`config.mk`:
```
export PLATFORM = sky130hd
export DESIGN_NAME = rc4_prga
export DESIGN_NICKNAME = d
export VERILOG_FILES = /design/src/rtl/rc4_prga.sv
export SDC_FILE = /design/constraint.sdc
export NUM_CORES = 1
export LEC_CHECK = 0
export CAP_MARGIN = 20
export CORE_UTILIZATION = 27
export DETAILED_ROUTE_END_ITERATION = 12
export GPL_TIMING_DRIVEN = 1
export MAX_ROUTING_LAYER = met4
export SLEW_MARGIN = 20
export SYNTH_ARGS = -nofsm -noshare
export SYNTH_HDL_FRONTEND = slang
export SYNTH_SLANG_ARGS = --single-unit
```
`constraint.sdc`:
```
create_clock -name clk -period 3 [get_ports clk]
set_input_delay 0.6 -clock clk [delete_from_list [all_inputs] [get_ports clk]]
set_output_delay 0.6 -clock clk [all_outputs]
set_load 0.1 [all_outputs]
```
`src/rtl/rc4_prga.sv`:
```
// RC4 keystream generator and message decrypter: walks S with the i/j swap,
// XORs each keystream byte with the encrypted ROM and flags non-alphabetic plaintext.
//
// state    | meaning
// ---------+--------------------------------------------------
// IDLE     | waiting for start
// RD_SI    | drive S[i+1], advance i
// WT_SI    | hold address for read latency
// LATCH_SI | capture si, j <= j + si
// RD_SJ    | drive S[j]
// WT_SJ    | hold address for read latency
// LATCH_SJ | capture sj
// WR_SI    | S[i] <= sj
// WR_SJ    | S[j] <= si
// RD_F     | drive S[si+sj] and enc[k]
// WT_F     | hold addresses for read latency
// LATCH_F  | capture keystream byte f and encrypted byte
// WR_DEC   | dec[k] <= f ^ enc, check validity
// NEXT     | abort, finish or advance k
// DONE     | one-cycle done pulse
module rc4_prga #(
  parameter int MSG_LEN          = 32,
  parameter int MSG_AW           = 5,
  parameter int ABORT_ON_INVALID = 1
) (
  input  logic              clk,
  input  logic              reset,
  input  logic              start,
  output logic              busy,
  output logic              done,
  output logic              invalid,
  output logic [7:0]        s_addr,
  output logic [7:0]        s_wrdata,
  output logic              s_wren,
  input  logic [7:0]        s_rddata,
  output logic [MSG_AW-1:0] rom_addr,
  input  logic [7:0]        rom_rddata,
  output logic [MSG_AW-1:0] dec_addr,
  output logic [7:0]        dec_wrdata,
  output logic              dec_wren
);

  localparam logic [3:0] IDLE     = 4'd0;
  localparam logic [3:0] RD_SI    = 4'd1;
  localparam logic [3:0] WT_SI    = 4'd2;
  localparam logic [3:0] LATCH_SI = 4'd3;
  localparam logic [3:0] RD_SJ    = 4'd4;
  localparam logic [3:0] WT_SJ    = 4'd5;
  localparam logic [3:0] LATCH_SJ = 4'd6;
  localparam logic [3:0] WR_SI    = 4'd7;
  localparam logic [3:0] WR_SJ    = 4'd8;
  localparam logic [3:0] RD_F     = 4'd9;
  localparam logic [3:0] WT_F     = 4'd10;
  localparam logic [3:0] LATCH_F  = 4'd11;
  localparam logic [3:0] WR_DEC   = 4'd12;
  localparam logic [3:0] NEXT     = 4'd13;
  localparam logic [3:0] DONE     = 4'd14;

  localparam logic [MSG_AW-1:0] K_LAST = MSG_AW'(MSG_LEN - 1);

  logic [3:0]        state;
  logic [7:0]        i, j, si, sj, f, enc;
  logic [MSG_AW-1:0] k;
  logic              byte_bad;
  logic [7:0]        plain;
  logic              plain_ok;

  assign plain    = f ^ enc;
  assign plain_ok = ((plain >= 8'h61) && (plain <= 8'h7A)) || (plain == 8'h20);

  always_ff @(posedge clk) begin
    if (reset) begin
      state    <= IDLE;
      i        <= 8'd0;
      j        <= 8'd0;
      k        <= '0;
      si       <= 8'd0;
      sj       <= 8'd0;
      f        <= 8'd0;
      enc      <= 8'd0;
      byte_bad <= 1'b0;
      invalid  <= 1'b0;
    end else begin
      case (state)
        IDLE: begin
          if (start) begin
            i       <= 8'd0;
            j       <= 8'd0;
            k       <= '0;
            invalid <= 1'b0;
            state   <= RD_SI;
          end
        end
        RD_SI: begin
          i     <= i + 8'd1;
          state <= WT_SI;
        end
        WT_SI:    state <= LATCH_SI;
        LATCH_SI: begin
          si    <= s_rddata;
          j     <= j + s_rddata;
          state <= RD_SJ;
        end
        RD_SJ:    state <= WT_SJ;
        WT_SJ:    state <= LATCH_SJ;
        LATCH_SJ: begin
          sj    <= s_rddata;
          state <= WR_SI;
        end
        WR_SI:    state <= WR_SJ;
        WR_SJ:    state <= RD_F;
        RD_F:     state <= WT_F;
        WT_F:     state <= LATCH_F;
        LATCH_F: begin
          f     <= s_rddata;
          enc   <= rom_rddata;
          state <= WR_DEC;
        end
        WR_DEC: begin
          byte_bad <= !plain_ok;
          if (!plain_ok) invalid <= 1'b1;
          state <= NEXT;
        end
        NEXT: begin
          if ((byte_bad && (ABORT_ON_INVALID != 0)) || (k == K_LAST)) begin
            state <= DONE;
          end else begin
            k     <= k + 1'b1;
            state <= RD_SI;
          end
        end
        DONE:    state <= IDLE;
        default: state <= IDLE;
      endcase
    end
  end

  // Addresses are held through the wait and latch cycles so read data stays valid.
  always_comb begin
    busy       = (state != IDLE) && (state != DONE);
    done       = (state == DONE);
    s_addr     = 8'd0;
    s_wrdata   = 8'd0;
    s_wren     = 1'b0;
    rom_addr   = '0;
    dec_addr   = '0;
    dec_wrdata = 8'd0;
    dec_wren   = 1'b0;
    case (state)
      RD_SI:                 s_addr = i + 8'd1;
      WT_SI, LATCH_SI:       s_addr = i;
      RD_SJ, WT_SJ, LATCH_SJ: s_addr = j;
      WR_SI: begin
        s_addr   = i;
        s_wrdata = sj;
        s_wren   = 1'b1;
      end
      WR_SJ: begin
        s_addr   = j;
        s_wrdata = si;
        s_wren   = 1'b1;
      end
      RD_F, WT_F, LATCH_F: begin
        s_addr   = si + sj;
        rom_addr = k;
      end
      WR_DEC: begin
        dec_addr   = k;
        dec_wrdata = plain;
        dec_wren   = 1'b1;
      end
      default: ;
    endcase
  end

endmodule

```
Word-level counts from Yosys, hierarchy flattened --
Index checks and enable logic that the tools add are counted.
Storage, ports and cells: register bits after elaboration 59, input port bits 19, output and inout port bits 39, word-level logic and storage cells 75
Operators by class: add/subtract/negate cells 4, $lt $le $gt $ge 2, eq/ne operators 20, multiplexer cells 19, bitwise operators 1, reduce and logical (&&, ||, !) cells 19
Operators by type and width (count):
- $pmux 4 s14 | 1
- $pmux 8 s2 | 3
- $pmux 8 s4 | 1
- $eq 4x4->1 const B | 7
- $mux 5 | 4
- $add 8x8->8 | 2
- $eq 4x3->1 const B | 4
- $mux 8 | 2
- $pmux 5 s2 | 1
- $add 8x1->8 const B | 1
- $eq 4x2->1 const B | 2
- $eq 8x6->1 const B | 1
- $ge 8x7->1 const B | 1
- $le 8x7->1 const B | 1
- $mux 4 | 2
- $reduce_bool 2->1 | 4
- $xor 8x8->8 | 1
- $ne 2x2->1 const B | 3
- $reduce_and 3->1 | 2
- $reduce_or 3->1 | 2
- $add 5x1->5 const B | 1
- $eq 5x5->1 const B | 1
- $eq 4x1->1 const B | 1
- $logic_not 4->1 | 1
- 10 further kinds | 16

Longest topological paths before layout --
Gate-level depths: netlist of the first run.
word-level depth 6, depth in mapped cells 8, mapped depth without buffers 8

Worst setup path after synthesis of the first run --
Ideal clock, no wire load.
path type flip-flop to output port, start point register si[1], end point output s_addr[7], arrival 3400 ps, data required time 2400 ps, setup slack -1000 ps, cell stages (with the launch flop) 7, path buffers 0, cells stage by stage dfxtp_1 -> ha_1 -> a211oi_1 -> o21bai_1 -> a41oi_1 -> xnor2_1 -> o21ai_0
Between the ends: cells in the longest elaborated chain, start to end 2
Ends and longest elaborated chain:
- start, declared | line 62 | logic [7:0] i, j, si, sj, f, enc;
- start signal, assigned | line 100 | si <= s_rddata;
- $add 8x8->8 | line 164 | s_addr = si + sj;
- $pmux 8 s4 | line 149 | case (state)
- end, declared | line 32 | output logic [7:0] s_addr,
No other way between the ends.

Worst setup path in the final report of the first run --
start point register sj[0], end point output s_addr[6]
Between the ends: cells in the longest elaborated chain, start to end 2
Ends and longest elaborated chain:
- start, declared | line 62
- start signal, assigned | line 107 | sj <= s_rddata;
- $add 8x8->8 | line 164
- $pmux 8 s4 | line 149
No other way between the ends.

==> flow_summary.yaml, run 1 <==
synth:
  synth_largest_type_area_fraction_pct: 33.1
  synth_top_area_cell: "dfxtp_1"
  post_synth_arst_share_pct: 0
  synth-seq-area-share_pct: 33.1
  synth-edff-count: 0
  yosys_most_used_dff: "dfxtp_1"
  ys_ff_latch: 59
  yosys_warnings: 0
  avgSynthCellArea_um2: 7.76
  syn_inst: 460
  ys_top_cells_by_area: "dfxtp_1 33%, nand2_1 9.0%, a21oi_1 7.9%, ha_1 6.0%, nor2_1 4.5%"
  syn-cell-area_um2: 3570
  synth.lib_cells_used.distinct: 58
  synth_fp_nets: 498
worst_setup_path:
  worst-setup-path-type: "flop to primary output"
  critical_path.cell_chain: "ha_4, fa_2, a21o_1, a21oi_2, nor2_1, o32a_1, o211ai_1, buf_12"
  worstReg2RegStart: "state[0]$_SDFFE_PP0P_"
  worstSetupStartpoint: "sj[0]$_SDFFE_PP0P_"
  cells_on_worst_reg2reg_path: 4
  critical-path-max-stage-delay_ns: 0.35
  timing.critical_path.fanout_max: 3
  worstSetupEndpointType: "primary output"
  cp_num_buf_inv: 1
  slowest_stage: "o211ai_1"
  crit_family: "compound AO/OA/AOI/OAI gates"
  worst_path_depth: 8
  worst_ep_arrival_time_ns: 2.44
  crit_path_launch_type: "flop"
  cp.required_ns: 2.40
placement:
  port-buffer-count: 57
  dpl_worst_slack_ns: 0.178
  place_hpwl_mm: 7.41
  gpl.final_weighted_congestion: 0.813
drt:
  routed_wirelength_mm: 10.2
  m1WireLength_mm: 4.81
  dr_total_vias: 3514
  detail_route.iter0.violations: 216
  top_layer_used: "met4"
  drt_drc_violations_left: 0
  routed-wl-met3_um: 387
  post_drt_wl_per_cell_um: 14.6
  route.antenna.remaining_nets: 0
  via_per_inst: 5.06
  met2_wirelength_mm: 4.76
  drt_pre_antenna_iters: 4
timing:
  timing.final.crit_share_pct: 101
  hold_ws_ns: 0.453
  fin_crit_ns: 3.04
  post_route_skew_ns: 0.00417
  worst_slack_ns: -0.0390
  setup_viol_count_final: 1
  worst_pin_slew_ns: 0.818
  max_freq_mhz: 329
  rsz_0062_raised_after_global_routing: "yes"
  hold_viol_final: 0
  setup_tns_ns: -0.0390
  max_slew_margin_pct: 45.2
  finalMaxSlewViolations: 0
floorplanning:
  rows: 41
  fp.coreArea_um2: 12800
  top_level_ports: 58
  dieWidth_um: 117
  die_h_um: 117
  die_area_um2: 13700
  initial_utilization_pct: 27.9
final_layout:
  most_common_cell_after_layout_fill_and_taps_aside: "nand2_1"
  post_route_cells_drive_above_1_share_pct: 17.4
  finish.utilization_pct: 39.7
  final_net_count: 555
  most-common-layout-cells: "86 x nand2_1, 55 x a21oi_1, 54 x dfxtp_1"
  antennaDiodeCount: 0
  syn_to_final_growth_pct: 42.2
grt:
  globalRouteOverflowTotal: 0
  grt_pass1_vias: 3425
  grt_first_pass_wirelength_mm: 16.8
  gr-usage-all-layers_pct: 16.4
  grt_max_degree: 63
  antenna_found_initial: 0
hold_path:
  min-delay-path-class: "flop to flop"
  min_path_cells: 2
  worst_hold_startpoint: "invalid$_SDFFE_PP0P_"
status:
  status: "finished, violations left"
  violated_checks: "setup timing"
clocking:
  clockBufferDepth: 2
  worst_setup_hold_path_clk_slew_ns: 0.05
  htree_levels: 3
  cts_tree: "yes"
  root_buffer: "clkbuf_16"
  number_of_buffers_inserted_during_clock_tree_synthesis: 9
  clock_latency_ns: 0.32
  numClockSinks: 59
run:
  drv.max_cap_violation_count: 0
pwr:
  totalPowerFinal_mw: 2.23
  power_density_nw_per_um2: 439
  leakagePower_nw: 1.84
  vdd_drop_max_uv: 253
==> final timing paths <==
path	slack, ns	endpoint
min	0.45	invalid$_SDFFE_PP0P_
max reg2reg	0.99	j[6]$_SDFFE_PP0P_
max	-0.04	s_addr[6]
min reg2reg	0.45	invalid$_SDFFE_PP0P_
==> Yosys cell counts, drive strengths merged, types with 5 or more instances <==
| cell type | count |
|---|---|
| clkbuf | 9 |
| nand3 | 13 |
| a21oi | 56 |
| nor2 | 44 |
| nand3b | 7 |
| a22oi | 7 |
| xor2 | 8 |
| inv | 5 |
| dfxtp | 59 |
| ha | 17 |
| o21ai | 21 |
| nand2b | 7 |
| xnor2 | 16 |
| buf | 12 |
| nor3 | 10 |
| nand2 | 87 |
| a22o | 8 |
| and2 | 11 |
==> worst register-to-register path, delay by kind of cell (launching register included) <==
| kind | cells | cell delay [ns] |
|---|---|---|
| flops | 1 | 0.51 |
| simple gates | 4 | 1.44 |
==> final cells by class <==
cell class | instances | area [um2]
fill | 1256 | 7700
multi-input combinational | 375 | 2300
sequential | 59 | 1190
timing repair buffer | 67 | 1010
clock buffer | 9 | 225
tap | 172 | 215
clock inverter | 7 | 116
inverter | 5 | 18.8
==> layer usage <==
metal / track usage, % / vias to the layer above
li1: - / 1748
met1: 20.7 / 1661
met2: 26.7 / 88
met3: 2.52 / 17
met4: 6.16 / 0
met5: - / -
==> state kept, by name, indices dropped and copies added, names as in the netlist, 4 cells and up <==
name   flops
k          5
state      4
j          8
enc        8
si         8
sj         8
i          8
f          8
==> where the power goes <==
part / switching [mW] / internal (mW) / leakage (nW)
clock: 0.377 / 0.809 / 0.165
sequential: 0.0196 / 0.793 / 0.478
combinational: 0.146 / 0.0818 / 1.20
==> per-stage QoR <==
| step | instance area (um2) | std cells |
|---|---|---|
| 6_report | 5070 | 694 |
| 3_3_place_gp | 4710 | 676 |
| 2_1_floorplan | 3600 | 460 |
| 4_1_cts | 5060 | 694 |
| 3_5_place_dp | 4710 | 676 |
| 5_1_grt | 5070 | 694 |
==> cell families after synthesis <==
group,Yosys count,synth area share (%)
buffers and inverters,26,3.37
multiplexers,3,0.877
AO/OA/AOI/OAI,126,22.1
XOR/XNOR,24,5.89
adder cells (fa/ha/maj),19,7.08
flip-flops,59,33.1
AND/OR/NAND/NOR,203,27.6
==> timing repair <==
item / 4_1_cts / 5_1_grt
resized for setup: 0 / 4
endpoints found under the setup margin: 1 / 12
hold buffers: 0 / 0
buffers inserted: 2 / 0
pin swaps: 5 / 0
No activity file was read; power rests on OpenSTA's default activity.
==> run 2: changes to the inputs <==
==> constraint.sdc (replaced) <==
create_clock -name clk -period 3.83 [get_ports clk]
set_input_delay 0.766 -clock clk [delete_from_list [all_inputs] [get_ports clk]]
set_output_delay 0.766 -clock clk [all_outputs]
set_load 0.1 [all_outputs]
==> flow_summary.yaml, run 2 (same netlist as run 1, synthesis figures left out) <==
status:
  status: "finished clean"
grt:
  grt_max_degree: 63
  grt_pass1_vias: 3209
  gr-usage-all-layers_pct: 15.3
  grt_first_pass_wirelength_mm: 15.6
  globalRouteOverflowTotal: 0
  antenna_found_initial: 0
clocking:
  cts_tree: "yes"
  htree_levels: 3
  clock_latency_ns: 0.32
  clockBufferDepth: 2
  number_of_buffers_inserted_during_clock_tree_synthesis: 9
  root_buffer: "clkbuf_16"
  numClockSinks: 59
  postCtsResizedCells: 0
  worst_setup_hold_path_clk_slew_ns: 0.05
  postCtsSetupRepairBufs: 0
  cts_hold_buffers: 0
drt:
  drt_drc_violations_left: 0
  dr_total_vias: 3466
  detail_route.iter0.violations: 241
  post_drt_wl_per_cell_um: 14.6
  routed_wirelength_mm: 10.0
  via_per_inst: 5.03
  drt_pre_antenna_iters: 5
  route.antenna.remaining_nets: 0
placement:
  place_hpwl_mm: 7.29
  post_dp_cell_area_um2: 4370
  port-buffer-count: 57
  gpl.final_weighted_congestion: 0.791
worst_setup_path:
  cp.required_ns: 3.06
  worstSetupEndpointType: "primary output"
  worst_ep_arrival_time_ns: 2.60
  cp_num_buf_inv: 1
  crit_path_launch_type: "flop"
  timing.critical_path.fanout_max: 3
  critical-path-max-stage-delay_ns: 0.37
  worst-r2r-setup-slack_ns: 1.55
  critical_path.cell_chain: "ha_1, fa_2, a21o_1, a21oi_2, nor2_1, o32a_1, o211ai_1, buf_12"
  worst-setup-path-type: "flop to primary output"
  slowest_stage: "fa_2"
  crit_family: "compound AO/OA/AOI/OAI gates"
run:
  drv.max_cap_violation_count: 0
pwr:
  totalPowerFinal_mw: 1.67
  leakagePower_nw: 1.74
  power_density_nw_per_um2: 355
  vdd_drop_max_uv: 211
timing:
  setup_tns_ns: 0
  hold_viol_final: 0
  timing.final.crit_share_pct: 87.8
  worst_pin_slew_ns: 1.09
  max_freq_mhz: 297
  finalMaxSlewViolations: 0
  fin_crit_ns: 3.36
  rsz_0062_raised_after_global_routing: "no"
  max_slew_margin_pct: 26.8
  setup_viol_count_final: 0
  post_route_skew_ns: 0.00695
final_layout:
  most_common_cell_after_layout_fill_and_taps_aside: "nand2_1"
  fill_cells: 1303
  final_net_count: 550
  antennaDiodeCount: 0
  layout.area.seq_um2: 1180
  fin_area_um2: 4690
  syn_to_final_growth_pct: 31.5
  most-common-layout-cells: "86 x nand2_1, 59 x dfxtp_1, 55 x a21oi_1"
  multi_input_comb_area_um2: 2270
  post_route_cells_drive_above_1_share_pct: 14.5
hold_path:
  min-delay-path-class: "flop to flop"
floorplanning:
  initial_utilization_pct: 27.9
  dieWidth_um: 117
  fp.coreArea_um2: 12800
  rows: 41
  top_level_ports: 58
  die_h_um: 117
  die_area_um2: 13700
==> run 2: cell types whose count changed in the layout (fill, tap and decap cells not counted), sizes merged <==
| cell | previous run | this run |
|---|---|---|
| clkinv | 3 | 5 |
| buf | 50 | 44 |
| bufinv | 3 | 2 |
| clkdlybuf4s50 | 17 | 18 |
| clkinvlp | 1 | 0 |
==> run 2: cell type report <==
class                   count  share of cell area, %
well taps                 172                   4.59
multi-input cells         375                   48.5
inverters                   5                  0.400
clock inverters             7                   1.97
flip-flops and latches     59                   25.2
repair buffers             62                   14.6
clock buffers               9                   4.80
==> run 2: worst register-to-register path: stages, from the launching register on <==
cell and delay (ns):
dfxtp_1 0.67, nor2b_1 0.29, nand3b_1 0.51, or4_1 0.66, nand3_1 0.08
==> run 2: stage by stage <==
stage                     cells  util [%]  worst slack [ns]  hold WS (ns)
after floorplan             460         -           0.00421         0.448
after global placement      673      34.2             0.829         0.436
after detailed placement    673      34.2             0.818         0.439
after CTS                   689      36.7             0.464         0.447
after global routing        689      36.7             0.395         0.475
final                       689      36.7             0.467         0.446
==> run 2: final timing paths <==
path                                             from  cells past startpoint              endpoint
worst max-delay path               si[0]$_SDFFE_PP0P_                      8             s_addr[6]
worst min-delay path             invalid$_SDFFE_PP0P_                      2  invalid$_SDFFE_PP0P_
worst max register to register  state[0]$_SDFFE_PP0P_                      4     j[6]$_SDFFE_PP0P_
worst min register to register   invalid$_SDFFE_PP0P_                      2  invalid$_SDFFE_PP0P_
==> run 2: routing by layer <==
layer / routed length (um) / vias up / GRT usage, %
li1: - / 1736 / -
met1: 4680 / 1625 / 18.7
met2: 4800 / 93 / 25.4
met3: 410 / 12 / 3.60
met4: 136 / 0 / 4.14
met5: 0 / - / -
==> run 2: where the power goes <==
| group | total, mW | switching (mW) | leakage (nW) | internal [mW] |
|---|---|---|---|---|
| logic | 0.173 | 0.112 | 1.10 | 0.0609 |
| clock network | 0.855 | 0.287 | 0.159 | 0.567 |
| registers | 0.637 | 0.0161 | 0.476 | 0.621 |
| total | 1.67 | 0.416 | 1.74 | 1.25 |
==> run 3: changes to the inputs <==
--- a/config.mk
+++ b/config.mk
@@ -5,12 +5,13 @@
 export SDC_FILE = /design/constraint.sdc
 export NUM_CORES = 1
 export LEC_CHECK = 0
-export CAP_MARGIN = 20
+export CAP_MARGIN = 10
+export CORE_ASPECT_RATIO = 1.75
 export CORE_UTILIZATION = 27
 export DETAILED_ROUTE_END_ITERATION = 12
 export GPL_TIMING_DRIVEN = 1
 export MAX_ROUTING_LAYER = met4
-export SLEW_MARGIN = 20
+export SLEW_MARGIN = 5
 export SYNTH_ARGS = -nofsm -noshare
 export SYNTH_HDL_FRONTEND = slang
 export SYNTH_SLANG_ARGS = --single-unit
==> flow_summary.yaml, run 3 (same netlist as run 1, synthesis figures left out) <==
pwr:
  pwr-share-seq_pct: 39.9
  power.net_switching_mw: 0.406
  leakagePower_nw: 1.73
  combPwrFrac_pct: 10.6
  power_density_nw_per_um2: 341
  totalPowerFinal_mw: 1.60
  vdd_drop_max_uv: 198
  p_int_mw: 1.20
  p_sw_share_pct: 25.3
  share_clk_of_total_power_pct: 49.5
clocking:
  numClockSinks: 59
  cts_tree: "yes"
  clockBufferDepth: 2
  number_of_buffers_inserted_during_clock_tree_synthesis: 9
  worst_setup_hold_path_clk_slew_ns: 0.05
  postCtsSetupRepairBufs: 0
  htree_levels: 3
  clock_latency_ns: 0.33
  root_buffer: "clkbuf_16"
  cts_hold_buffers: 0
  postCtsResizedCells: 0
grt:
  gr-usage-all-layers_pct: 16.5
  grt_pass1_vias: 3366
  globalRouteOverflowTotal: 0
  grt_max_degree: 55
  antenna_found_initial: 0
  grt_first_pass_wirelength_mm: 16.8
final_layout:
  antennaDiodeCount: 0
  most-common-layout-cells: "86 x nand2_1, 59 x dfxtp_1, 55 x a21oi_1"
  multi_input_comb_area_um2: 2270
  finish.utilization_pct: 36.4
  syn_to_final_growth_pct: 32.1
  most_common_cell_after_layout_fill_and_taps_aside: "nand2_1"
  post_route_cells_drive_above_1_share_pct: 14.0
  layout.area.seq_um2: 1180
  final_net_count: 548
  fill_cells: 1389
timing:
  setup_viol_count_final: 0
  worst_pin_slew_ns: 1.09
  rsz_0062_raised_after_global_routing: "no"
  hold_viol_final: 0
  setup_tns_ns: 0
  finalMaxSlewViolations: 0
  timing.final.crit_share_pct: 89.4
  max_freq_mhz: 292
  max_slew_margin_pct: 26.9
  fin_crit_ns: 3.42
  post_route_skew_ns: 0.00797
drt:
  drt_drc_violations_left: 0
  detail_route.iter0.violations: 225
  drt_pre_antenna_iters: 5
  post_drt_wl_per_cell_um: 15.2
  routed_wirelength_mm: 10.4
  dr_total_vias: 3430
  via_per_inst: 5.00
  route.antenna.remaining_nets: 0
floorplanning:
  dieWidth_um: 88.9
  initial_utilization_pct: 27.6
  top_level_ports: 58
  die_area_um2: 13700
  rows: 55
  die_h_um: 154
  fp.coreArea_um2: 12900
worst_setup_path:
  worst_ep_arrival_time_ns: 2.66
  worstSetupEndpointType: "primary output"
  critical_path.cell_chain: "nor2_1, nor3b_1, a222oi_1, o211ai_1, buf_12"
  critical_path.reg2reg.endpoint: "j[6]$_SDFFE_PP0P_"
  worstReg2RegStart: "state[1]$_SDFFE_PP0P_"
  slowest_stage: "dfxtp_1"
  worst-r2r-setup-slack_ns: 1.50
  crit_path_launch_type: "flop"
  timing.critical_path.fanout_max: 26
  cp.required_ns: 3.06
  cells_on_worst_reg2reg_path: 3
  worst-setup-path-type: "flop to primary output"
  critical-path-max-stage-delay_ns: 0.87
hold_path:
  min_delay_worst_endpoint: "invalid$_SDFFE_PP0P_"
  min_path_cells: 2
  worst_hold_startpoint: "invalid$_SDFFE_PP0P_"
  min-delay-path-class: "flop to flop"
run:
  drv.max_cap_violation_count: 0
placement:
  port-buffer-count: 57
  place_hpwl_mm: 7.83
  gpl.final_weighted_congestion: 0.847
status:
  status: "finished clean"
-- run 3: cell count changes in the layout (fill, tap and decap cells not counted), sizes merged --
cell	before	now
clkinvlp	0	1
clkbuf	9	11
buf	44	42
clkinv	5	3
bufinv	2	1
-- run 3: metrics by stage --
step	setup slack (ns)	area, um2	hold slack, ns	cells
floorplan	0.00421	3570	0.448	460
global placement	0.840	4420	0.441	670
detailed placement	0.815	4420	0.439	670
CTS	0.459	4710	0.447	686
global route	0.334	4710	0.486	686
finish	0.405	4710	0.445	686
-- run 3: worst max-delay path, delay by kind of cell, from the launching register on --
family / cells / cell delay, ns
AOI/OAI and AO/OA: 2 / 0.41
buffers and inverters: 1 / 0.22
and+or+nand+nor: 2 / 0.82
DFF: 1 / 0.87
-- run 3: area by class of cell --
cell class | instances | share of cell area [%]
clock inverters | 5 | 1.11
multi-input cells | 375 | 48.2
well taps | 171 | 4.54
clock buffers | 11 | 5.15
flip-flops and latches | 59 | 25.1
inverters | 5 | 0.398
repair buffers | 60 | 15.5
-- run 3: power groups by stage --
stage	Sequential (mW)	Combinational (mW)	Clock (mW)
4_1_cts	0.641	0.171	0.811
3_3_place_gp	0.652	0.169	0
6_report	0.641	0.170	0.794
5_1_grt	0.643	0.184	0.833
3_5_place_dp	0.653	0.170	0
2_1_floorplan	0.641	0.119	0
-- run 3: layer usage --
layer  up-vias  global-route usage [%]  part of all wire (%)
met3        15                    2.90                   3.6
met1      1599                    18.7                    41
li1       1735                       -                     -
met2        81                    28.6                    53
met5         -                       -                     0
met4         0                    5.38                   1.7
-- run 3: worst max path at each step --
stage | from | to | cells past startpoint
2_1_floorplan | si[0]$_SDFFE_PP0P_ | s_addr[6] | 7
5_1_grt | state[1]$_SDFFE_PP0P_ | rom_addr[1] | 5
4_1_cts | state[1]$_SDFFE_PP0P_ | rom_addr[1] | 5
3_5_place_dp | state[1]$_SDFFE_PP0P_ | rom_addr[1] | 5
6_report | state[1]$_SDFFE_PP0P_ | s_addr[6] | 5
3_3_place_gp | state[1]$_SDFFE_PP0P_ | s_addr[6] | 5
==> RTL change, RTL diff (config.mk and constraints of run 1) <==
Register the output `s_addr`, with the module's reset; this adds one clock of latency there. The other outputs are not delayed to match.
--- a/src/rtl/rc4_prga.sv
+++ b/src/rtl/rc4_prga.sv
@@ -57,6 +57,8 @@
   localparam logic [3:0] DONE     = 4'd14;
 
   localparam logic [MSG_AW-1:0] K_LAST = MSG_AW'(MSG_LEN - 1);
+
+  logic [7:0] s_addr_d;
 
   logic [3:0]        state;
   logic [7:0]        i, j, si, sj, f, enc;
@@ -139,7 +141,7 @@
   always_comb begin
     busy       = (state != IDLE) && (state != DONE);
     done       = (state == DONE);
-    s_addr     = 8'd0;
+    s_addr_d   = 8'd0;
     s_wrdata   = 8'd0;
     s_wren     = 1'b0;
     rom_addr   = '0;
@@ -147,21 +149,21 @@
     dec_wrdata = 8'd0;
     dec_wren   = 1'b0;
     case (state)
-      RD_SI:                 s_addr = i + 8'd1;
-      WT_SI, LATCH_SI:       s_addr = i;
-      RD_SJ, WT_SJ, LATCH_SJ: s_addr = j;
+      RD_SI:                 s_addr_d = i + 8'd1;
+      WT_SI, LATCH_SI:       s_addr_d = i;
+      RD_SJ, WT_SJ, LATCH_SJ: s_addr_d = j;
       WR_SI: begin
-        s_addr   = i;
+        s_addr_d = i;
         s_wrdata = sj;
         s_wren   = 1'b1;
       end
       WR_SJ: begin
-        s_addr   = j;
+        s_addr_d = j;
         s_wrdata = si;
         s_wren   = 1'b1;
       end
       RD_F, WT_F, LATCH_F: begin
-        s_addr   = si + sj;
+        s_addr_d = si + sj;
         rom_addr = k;
       end
       WR_DEC: begin
@@ -173,5 +175,13 @@
     endcase
   end
 
+  always_ff @(posedge clk) begin
+    if (reset) begin
+      s_addr <= '0;
+    end else begin
+      s_addr <= s_addr_d;
+    end
+  end
+
 endmodule
 
Check against the original RTL: not equivalent (a bounded check fails within 4 cycles, from zero or initial values and one cycle with reset high).
==> RTL change against run 1 <==
Combinational power decreased by 3%. Design area rose by 0.20%. Worst setup slack improved by 0.27 ns. Count of clock-buffer cells in the layout up 3. Wire length is 4.2% higher. Critical path type unchanged. Power down 5.1%. Sequential share of layout area up 3.0 points. Sequential cell count increased by 8. Non-clock buffer count stayed put. Utilization is 3.0 points lower. Synthesized cell count is 3.5% higher. Global-route usage fell by 0.61 points. Area after synthesis increased by 6.7%.
==> RTL change: results (changes against run 1) <==
Run status
  • Outcome: completed

Logic synthesis
  • Yosys synthesis warning count: 0 (unchanged)
  • Cell types occupying the most area after synthesis: dfxtp_1, nand2_1, a21oi_1, ha_1, nor2_1
  • Portion of the post-synthesis area used by sequential elements: 0.352 (+0.0212)
  • Number of nets produced by synthesis: 514 (+3.2%)
  • Mapped Cells: 476 (+3.5%)
  • Most common library cells after synthesis: nand2_1, dfxtp_1, a21oi_1, nor2_1
  • Distinct cell type count of the synthesized netlist: 58 (unchanged)
  • Ys flop type: dfxtp_1
  • Post-synth ARST share: 0 (unchanged)

Placed design
  • Sum of net half-perimeters after detailed placement: 8040 um (+8.5%)
  • Worst-case setup slack after placement: 0.318 ns (+0.140 ns)
  • Placer Congestion: 0.920 (+13%)
  • Total placed cells including tap cells: 702 (+3.8%)
  • Number of I/O port buffers: 57 (unchanged)
  • Area after detailed placement: 4800 um2 (+2.0%)

Cells and area
  • Total inserted antenna cells: 0 (unchanged)
  • Nets: 571 (+2.9%)
  • Fraction of layout instances using a drive strength above 1: 0.177 (+0.00225)

Power
  • VDD IR-drop max: 0.000240 V (-5.2%)
  • Leakage component of the power: 1.86 nW (+1.1%)

Setup path
  • Biggest fanout along the worst timing path: 13 (+10)
  • Data arrival time of the worst path: 2.17 ns (-0.27 ns)

GRT
  • First-pass GRT wire length: 17600 um (+4.7%)
  • Maximum number of pins on one net before global-route repair: 49 (-22%)
  • GRT Resource Usage Total: 0.158 (-0.00608)
  • Antenna violations before repair: 0 (unchanged)
  • Via count of the first global-routing pass: 3529 (+3.0%)

Detailed routing
  • Total via count in the routed design: 3554 (+1.1%)
  • Wire length per cell: 14.7 um (+0.67%)
  • Number of DRC markers in iteration 0: 170 (-21%)
  • Detailed Routing Iterations Pass 1: 4 (unchanged)
  • Final antenna-violating net count: 0 (unchanged)
  • Via density: 4.95 (-2.2%)

Clocking
  • Maximum number of buffers from clock root to sink: 2 (unchanged)
  • H-tree depth: 3 (unchanged)
  • Post-CTS Setup Inserts: 0 (-2)
  • Clock latency at the later pin of the worst-skew pair: around 0.33 ns
  • Root buffer cell: clkbuf_16
  • Quantity of gates resized following cts: 0 (unchanged)
  • Worst-path clk slew: about 0.06 ns
  • CTS buffer count: 9 (unchanged)

Timing
  • Slew at the pin with the worst max-slew slack: 0.680 ns (-0.138 ns)
  • Worst Clk Skew: 0.00489 ns (+0.000719 ns)

Worst hold path
  • Class of the tightest hold or removal check: reg -> reg
-- RTL change: routing by layer --
metal,track usage,wire length [um],vias to the layer above,share of wire
met5,-,0,-,0
met4,0.0756,321,0,0.030
met3,0.0283,425,20,0.040
met2,0.250,4960,105,0.47
met1,0.195,4870,1650,0.46
li1,-,-,1779,-
-- RTL change: report_power, final --
part | leakage, nW | switching, mW | internal [mW] | total (mW)
logic | 1.19 | 0.145 | 0.0774 | 0.222
clock network | 0.135 | 0.378 | 0.601 | 0.979
registers | 0.540 | 0.0137 | 0.900 | 0.913
-- RTL change: worst paths after layout --
| kind | from | to | slack, ns | cells past startpoint |
|---|---|---|---|---|
| setup / recovery | state[1] | rom_addr[0] | 0.23 | 6 |
| hold / removal | enc[1] | enc[1] | 0.47 | 2 |
| setup reg to reg | si[0] | s_addr[4] | 0.87 | 8 |
| hold reg to reg | enc[1] | enc[1] | 0.47 | 2 |
-- RTL change: layout make-up --
| class | count | area [um2] |
|---|---|---|
| repair buffers | 67 | 893 |
| fillers | 1394 | 8740 |
| clock buffers | 12 | 256 |
| clock inverters | 4 | 25.0 |
| well taps | 180 | 225 |
| flip-flops and latches | 67 | 1340 |
| multi-input cells | 382 | 2320 |
| inverters | 6 | 22.5 |
-- RTL change: worst max-delay path, stage by stage, from the launching register on --
cell and delay (ns):
dfxtp_1 0.51, buf_4 0.27, nor2_1 0.06, buf_4 0.20, nor2_1 0.37, and2_1 0.25
buf_12 0.18
-- RTL change: cell families (layout without fill, tap and decap cells) --
family          count (synthesis)  after routing  share of synthesized area
simple gates                  213            213                      0.284
compound gates                128            128                      0.209
flops                          67             67                      0.352
buf+inv                        27             89                     0.0384
xor+xnor                       22             22                     0.0506
fa+ha+maj                      19             19                     0.0664
